### config.mk
export PLATFORM = sky130hd
export DESIGN_NAME = load_store_unit
export DESIGN_NICKNAME = d
export VERILOG_FILES = /design/src/rtl/load_store_unit.sv
export SDC_FILE = /design/constraint.sdc
export NUM_CORES = 1
export LEC_CHECK = 0
export ABC_CLOCK_PERIOD_IN_PS = 2000
export CORE_MARGIN = 5
export CORE_UTILIZATION = 47
export DETAILED_ROUTE_END_ITERATION = 7
export HOLD_SLACK_MARGIN = 0.15
export PLACE_DENSITY = 0.81
export SYNTH_ARGS = -nofsm -noshare
export SYNTH_HDL_FRONTEND = slang
export SYNTH_SLANG_ARGS = --single-unit
### constraint.sdc
create_clock -name clk -period 2 [get_ports clk]
set_clock_uncertainty 0.05 [all_clocks]
set_input_delay 0.4 -clock clk [delete_from_list [all_inputs] [get_ports clk]]
set_output_delay 0.4 -clock clk [all_outputs]
set_load 0.1 [all_outputs]
### src/rtl/load_store_unit.sv
`default_nettype none
// ==== load_store_unit : word-aligned big-endian load/store sequencer (rev 1.0) ====
// Sub-word loads extract and extend a lane; sub-word stores read-modify-write.
module load_store_unit #(
  parameter int WORD_LEN = 32,
  parameter int ADDR_LEN = 32
) (
  input  logic                clk,
  input  logic                rst_n,
  input  logic                req_valid,
  output logic                req_ready,
  input  logic                req_write,
  input  logic [1:0]          req_size,
  input  logic                req_signed,
  input  logic [ADDR_LEN-1:0] req_addr,
  input  logic [WORD_LEN-1:0] req_wdata,
  output logic                resp_valid,
  output logic                resp_err,
  output logic [WORD_LEN-1:0] resp_rdata,
  output logic [ADDR_LEN-1:0] mem_address,
  output logic                mem_read_en,
  output logic                mem_write_en,
  output logic [WORD_LEN-1:0] mem_write_bus,
  input  logic [WORD_LEN-1:0] mem_out_bus
);

  localparam logic [1:0] SZ_BYTE = 2'b00;
  localparam logic [1:0] SZ_HALF = 2'b01;
  localparam logic [1:0] SZ_WORD = 2'b10;
  localparam logic [1:0] SZ_ILL  = 2'b11;

  typedef enum logic [2:0] {
    IDLE  = 3'd0,
    LOAD  = 3'd1,
    MERGE = 3'd2,
    WRITE = 3'd3,
    RESP  = 3'd4
  } state_t;

  state_t              state, state_next;
  logic [1:0]          size_q;
  logic [1:0]          offset_q;
  logic                signed_q;
  logic [15:0]         wdata_lo;
  logic [WORD_LEN-1:0] wbuf;

  logic                req_err;
  logic [4:0]          lane_shift;
  logic [WORD_LEN-1:0] lanes_up;
  logic [WORD_LEN-1:0] load_value;
  logic [WORD_LEN-1:0] lane_mask;
  logic [WORD_LEN-1:0] lane_data;
  logic [WORD_LEN-1:0] merged;

  assign req_err = (req_size == SZ_ILL)
                 | ((req_size == SZ_HALF) & req_addr[0])
                 | ((req_size == SZ_WORD) & (|req_addr[1:0]));

  // Shifting the addressed lane up to the MSBs turns big-endian extraction into a fixed slice.
  assign lane_shift = {offset_q, 3'b000};
  assign lanes_up   = mem_out_bus << lane_shift;

  always_comb begin
    load_value = lanes_up;
    case (size_q)
      SZ_BYTE: load_value = {{24{signed_q & lanes_up[31]}}, lanes_up[31:24]};
      SZ_HALF: load_value = {{16{signed_q & lanes_up[31]}}, lanes_up[31:16]};
      default: load_value = lanes_up;
    endcase
  end

  assign lane_mask = ((size_q == SZ_BYTE) ? 32'hFF00_0000 : 32'hFFFF_0000) >> lane_shift;
  assign lane_data = ((size_q == SZ_BYTE) ? {wdata_lo[7:0], 24'h0} : {wdata_lo, 16'h0}) >> lane_shift;
  assign merged    = (mem_out_bus & ~lane_mask) | lane_data;

  assign mem_write_bus = wbuf;

  always_ff @(posedge clk or negedge rst_n) begin
    if (!rst_n) state <= IDLE;
    else        state <= state_next;
  end

  always_comb begin
    state_next   = state;
    req_ready    = 1'b0;
    resp_valid   = 1'b0;
    mem_read_en  = 1'b0;
    mem_write_en = 1'b0;
    case (state)
      IDLE: begin
        req_ready = 1'b1;
        if (req_valid) begin
          if (req_err)                  state_next = RESP;
          else if (!req_write)          state_next = LOAD;
          else if (req_size == SZ_WORD) state_next = WRITE;
          else                          state_next = MERGE;
        end
      end
      LOAD: begin
        mem_read_en = 1'b1;
        state_next  = RESP;
      end
      MERGE: begin
        mem_read_en = 1'b1;
        state_next  = WRITE;
      end
      WRITE: begin
        mem_write_en = 1'b1;
        state_next   = RESP;
      end
      RESP: begin
        resp_valid = 1'b1;
        state_next = IDLE;
      end
      default: state_next = IDLE;
    endcase
  end

  always_ff @(posedge clk or negedge rst_n) begin
    if (!rst_n) begin
      size_q      <= 2'b00;
      offset_q    <= 2'b00;
      signed_q    <= 1'b0;
      wdata_lo    <= 16'h0;
      wbuf        <= '0;
      mem_address <= '0;
      resp_rdata  <= '0;
      resp_err    <= 1'b0;
    end else begin
      case (state)
        IDLE: begin
          if (req_valid) begin
            size_q      <= req_size;
            offset_q    <= req_addr[1:0];
            signed_q    <= req_signed;
            wdata_lo    <= req_wdata[15:0];
            mem_address <= {req_addr[ADDR_LEN-1:2], 2'b00};
            resp_err    <= req_err;
            resp_rdata  <= '0;
            if (req_write && (req_size == SZ_WORD)) wbuf <= req_wdata;
          end
        end
        LOAD:    resp_rdata <= load_value;
        MERGE:   wbuf <= merged;
        default: ;
      endcase
    end
  end

endmodule
`default_nettype wire

Yosys cells after proc, flatten, opt, wreduce, memory -nomap -nowiden
Cells that the tools add are included.
W data, S select, Z words.
- flip-flop bits (word level): 119
- output and inout bits: 101
- input bits: 103
- eq/ne operators: 10
- shift operators: 3
- reductions and logical operators: 11
- bitwise logic cells: 8
- muxes and demuxes: 17
- operators with widths (kind ; number):
    $pmux W32 S2 ; 3
    $mux W32 ; 4
    $shr A32 B5 Y32 ; 2
    $and A32 B32 Y32 ; 1
    $not A32 Y32 ; 1
    $or A32 B32 Y32 ; 1
    $shl A32 B5 Y32 ; 1
    $mux W24 ; 1
    $pmux W3 S3 ; 1
    $eq A3 B2 Y1 const B ; 2
    $mux W3 ; 2
    $reduce_or A2 Y1 ; 3
    $mux W1 ; 5
    $eq A2 B1 Y1 const B ; 2
    $eq A2 B2 Y1 const B ; 2
    $ne A2 B2 Y1 const B ; 2
    $reduce_and A2 Y1 ; 2
    $reduce_bool A2 Y1 ; 2
    $and A1 B1 Y1 ; 3
    $eq A3 B1 Y1 const B ; 1
    $eq A3 B3 Y1 const B ; 1
    $logic_not A3 Y1 ; 1
    $reduce_and A3 Y1 ; 1
    $logic_not A2 Y1 ; 1
    other kinds (3) ; 4

Longest topological paths before layout
- depth in word-level cells: 7
- depth in mapped cells: 7
- mapped depth without buffers: 4

Worst setup path after synthesis
No wires, ideal clock.
- path kind: register to output
- start: register state[1]
- end: output mem_write_en
- stages on the path, launching flop included: 3
- buffers on the path: 1
- slack: -1.224 ns
- arrival time: 2.774 ns
- path through: dfrtp_1 buf_2 nor3b_1
- longest elaborated chain between the ends: 2
- ends and longest elaborated chain (what ; RTL line ; RTL):
    start, declared ; 40 ; state_t state, state_next;
    start signal, assigned ; 80 ; else state <= state_next;
    $eq A3 B2 Y1 ; 89 ; case (state)
    $mux W1 ; 89 ;
    end, declared ; 22 ; output logic mem_write_en,
Every way passes these cells.

Final worst setup path
- start: register state[0]
- end: output mem_read_en
- longest elaborated chain between the ends: 3
- ends and longest elaborated chain (what ; RTL line ; RTL):
    $eq A3 B2 Y1 or $eq A3 B1 Y1 (tied branches) ; 89 ;
    $reduce_or A2 Y1 (no line) (*) ; - ;
    $mux W1 (*) ; 89 ;
    end, declared ; 21 ; output logic mem_read_en,
Every way passes the cells marked *; elsewhere a longest branch is shown, timed or not.

==> results.json <==
{
  "avgRoutedWirePerCell_um": 19.5,
  "worstPathArrival_ns": 1.55,
  "dominantRegCellSynth": "dfrtp_1",
  "numCtsBuffers": 17,
  "dr.pass1.iters": 5,
  "startpoint_type": "flop",
  "relSlewSlack_pct": 59.1,
  "syn_area_sq_um": 6320,
  "root_buffer": "clkbuf_16",
  "setup_viol": 0,
  "antenna-diode-count": 0,
  "synth-edff-count": 0,
  "final_max_slew_viol_count": 0,
  "track_usage_pct": 27.7,
  "gr-total-overflow": 0,
  "clock-sinks": 119,
  "place_congestion": 0.942,
  "clock_path_buffers": 2,
  "cp_max_fo": 33,
  "clock_latency_ns": 0.42,
  "syn_to_final_growth_pct": 55.7,
  "ant_nets": 0,
  "crit_required_ns": 1.55,
  "rows": 42,
  "finalInstanceArea_sq_um": 9840,
  "synthCells": 717,
  "vias": 6500,
  "grt_max_degree": 48,
  "min_period_ns": 2.00,
  "drc": 0,
  "die-area_sq_um": 15900,
  "worst_pin_slew_ns": 0.609,
  "endpoint_kind": "output pin",
  "rsz0062_at_grt": "yes",
  "holdCritPathClass": "in2async",
  "critical_path_class": "reg2out",
  "fp.dieW_um": 126,
  "portBuffers": 201,
  "seq_area_frac_synth_pct": 47.1,
  "clk_pin_slew_worst_paths_ns": 0.05,
  "period_share_pct": 99.9,
  "avgViaCountPerCell": 5.76,
  "grt_pass1_vias": 6475,
  "cap_violations": 0,
  "grt_pass1_wl_um": 34900,
  "antenna_found_initial": 0,
  "ys_warn_count": 0,
  "place_hpwl_um": 16000,
  "nFillCells": 922,
  "io_pins": 204,
  "initial_core_util_pct": 47.9,
  "routed_wirelength_um": 22000,
  "async_flop_share_pct": 100,
  "die_h_um": 126,
  "htree_levels": 4,
  "ys_seq_elements": 119,
  "final_hold_viol_count": 0,
  "placement.cell_area_sq_um": 9100,
  "nNetsFinal": 1043,
  "core-area_sq_um": 13200,
  "fmax_mhz": 500,
  "status": "complete, no violations",
  "drive_above_1_share_pct": 24.1,
  "drt_iter0_drc": 622,
  "synth_cell_types": 47,
  "syn_area_per_cell_sq_um": 8.81,
  "cts_tree": "yes"
}
-- cells by family after synthesis --
logic type / count (synthesis) / synth area share (%)
other cells: 1 / 0.0593
simple gates: 271 / 17.6
mux: 47 / 7.78
compound gates: 208 / 22.4
flops: 119 / 47.1
buf+inv: 71 / 5.11
-- layout make-up --
type,instances,area [sq um],share of cell area [%]
clock buffer,25,515,5.24
clock inverter,7,138,1.40
inverter,11,41.3,0.420
multi-input combinational,528,3110,31.6
sequential,119,2990,30.3
tap,176,220,2.24
timing repair buffer,263,2830,28.8
-- routing by layer --
| metal | vias up | track usage [%] | part of all wire, % |
|---|---|---|---|
| li1 | 2982 | - | - |
| met1 | 3073 | 35.8 | 39 |
| met2 | 398 | 42.5 | 46 |
| met3 | 47 | 9.31 | 11 |
| met4 | 0 | 12.2 | 3.7 |
| met5 | - | 0 | 0 |
-- path summary, 6_finish.rpt --
| path | from | end | slack [ns] | depth (start not counted) |
|---|---|---|---|---|
| worst max-delay path | state[0] | mem_read_en | 0.002 | 5 |
| worst min-delay path | rst_n | resp_rdata[28] | 0.34 | 2 |
| worst max register to register | offset_q[1] | resp_rdata[24] | 0.07 | 4 |
| worst min register to register | mem_address[29] | mem_address[29] | 0.43 | 2 |
| max in group asynchronous | rst_n | resp_rdata[22] | 0.88 | 3 |
| min in group clk | mem_address[29] | mem_address[29] | 0.43 | 2 |
-- cells in the final DEF, fill, tap and decap left out, drive strengths merged, types with 2 or more instances in the layout --
master,Yosys,layout
nor2,57,57
o21ai,56,56
conb,1,2
a221oi,8,8
nand2,187,187
a22oi,7,7
clkbuf,35,25
nor3b,5,5
o221ai,8,8
a22o,24,24
nor2b,3,3
dfrtp,119,119
clkinv,0,2
a31oi,10,10
o311ai,9,9
clkdlybuf4s50,0,101
mux2,7,7
or2,9,9
a32o,7,7
buf,25,161
o22ai,8,8
nor3,4,4
o211ai,7,7
a21oi,37,37
bufinv,0,4
a211o,8,8
mux2i,39,39
inv,11,11
a2bb2oi,8,8
o21a,9,9
-- Yosys cell counts, types with 2 or more instances --
library cell | n | share of area, %
nand2_1 | 187 | 11
dfrtp_1 | 119 | 47
nor2_1 | 55 | 3.3
o21ai_0 | 46 | 3.6
mux2i_1 | 39 | 6.2
a21oi_1 | 36 | 2.9
clkbuf_1 | 35 | 2.1
a22o_1 | 24 | 3.3
buf_2 | 15 | 1.2
a31oi_1 | 10 | 0.99
inv_1 | 10 | 0.59
o21a_1 | 9 | 1.1
o21ai_1 | 9 | 0.71
a211o_1 | 8 | 1.1
a221oi_1 | 8 | 1.1
a2bb2oi_1 | 8 | 1.1
o221ai_1 | 8 | 1.1
o22ai_1 | 8 | 0.79
o311ai_0 | 8 | 1.1
or2_2 | 8 | 0.79
a22oi_1 | 7 | 0.83
a32o_1 | 7 | 1.1
mux2_2 | 7 | 1.2
o211ai_1 | 7 | 0.83
buf_4 | 6 | 0.71
nor3_1 | 4 | 0.32
nor3b_1 | 4 | 0.48
nor2b_1 | 3 | 0.30
buf_1 | 2 | 0.12
buf_6 | 2 | 0.36
nor2_2 | 2 | 0.20
-- flip-flops by register name (all words and copies together) (netlist names) --
name           cells
mem_write_bus     32
resp_rdata        32
mem_address       30
wdata_lo          16
state              3
offset_q           2
size_q             2
resp_err           1
signed_q           1
-- worst max-delay path, stage by stage (launching register included) --
cell and delay (ns):
dfrtp_1 0.42, nor2_2 0.17, nand2_2 0.09, buf_12 0.18
nand2_8 0.10, buf_12 0.17
-- through the flow --
stage / worst slack (ns) / util, % / hold WS, ns / instances / setup TNS (ns)
2_1_floorplan: 0.0425 / - / 0.0544 / 718 / 0
3_3_place_gp: -0.0955 / 69.0 / 0.229 / 1092 / -1.42
3_5_place_dp: -0.169 / 69.0 / 0.231 / 1092 / -2.44
4_1_cts: -0.0246 / 74.4 / 0.330 / 1128 / -0.0246
5_1_grt: -0.0429 / 74.6 / 0.361 / 1129 / -0.0429
6_report: 0.00199 / 74.6 / 0.341 / 1129 / 0
-- timing repair --
action                                  4_1_cts  5_1_grt
endpoints found under the setup margin        9       13
pin swaps                                     2        2
hold buffers                                  1        0
gates resized for setup                       8        5
buffers inserted                              4        1
endpoints found under the hold margin        89        0
Power of run 1 is not shown: default switching activity piles up to over one toggle a cycle in this logic, so the estimate is an artifact.
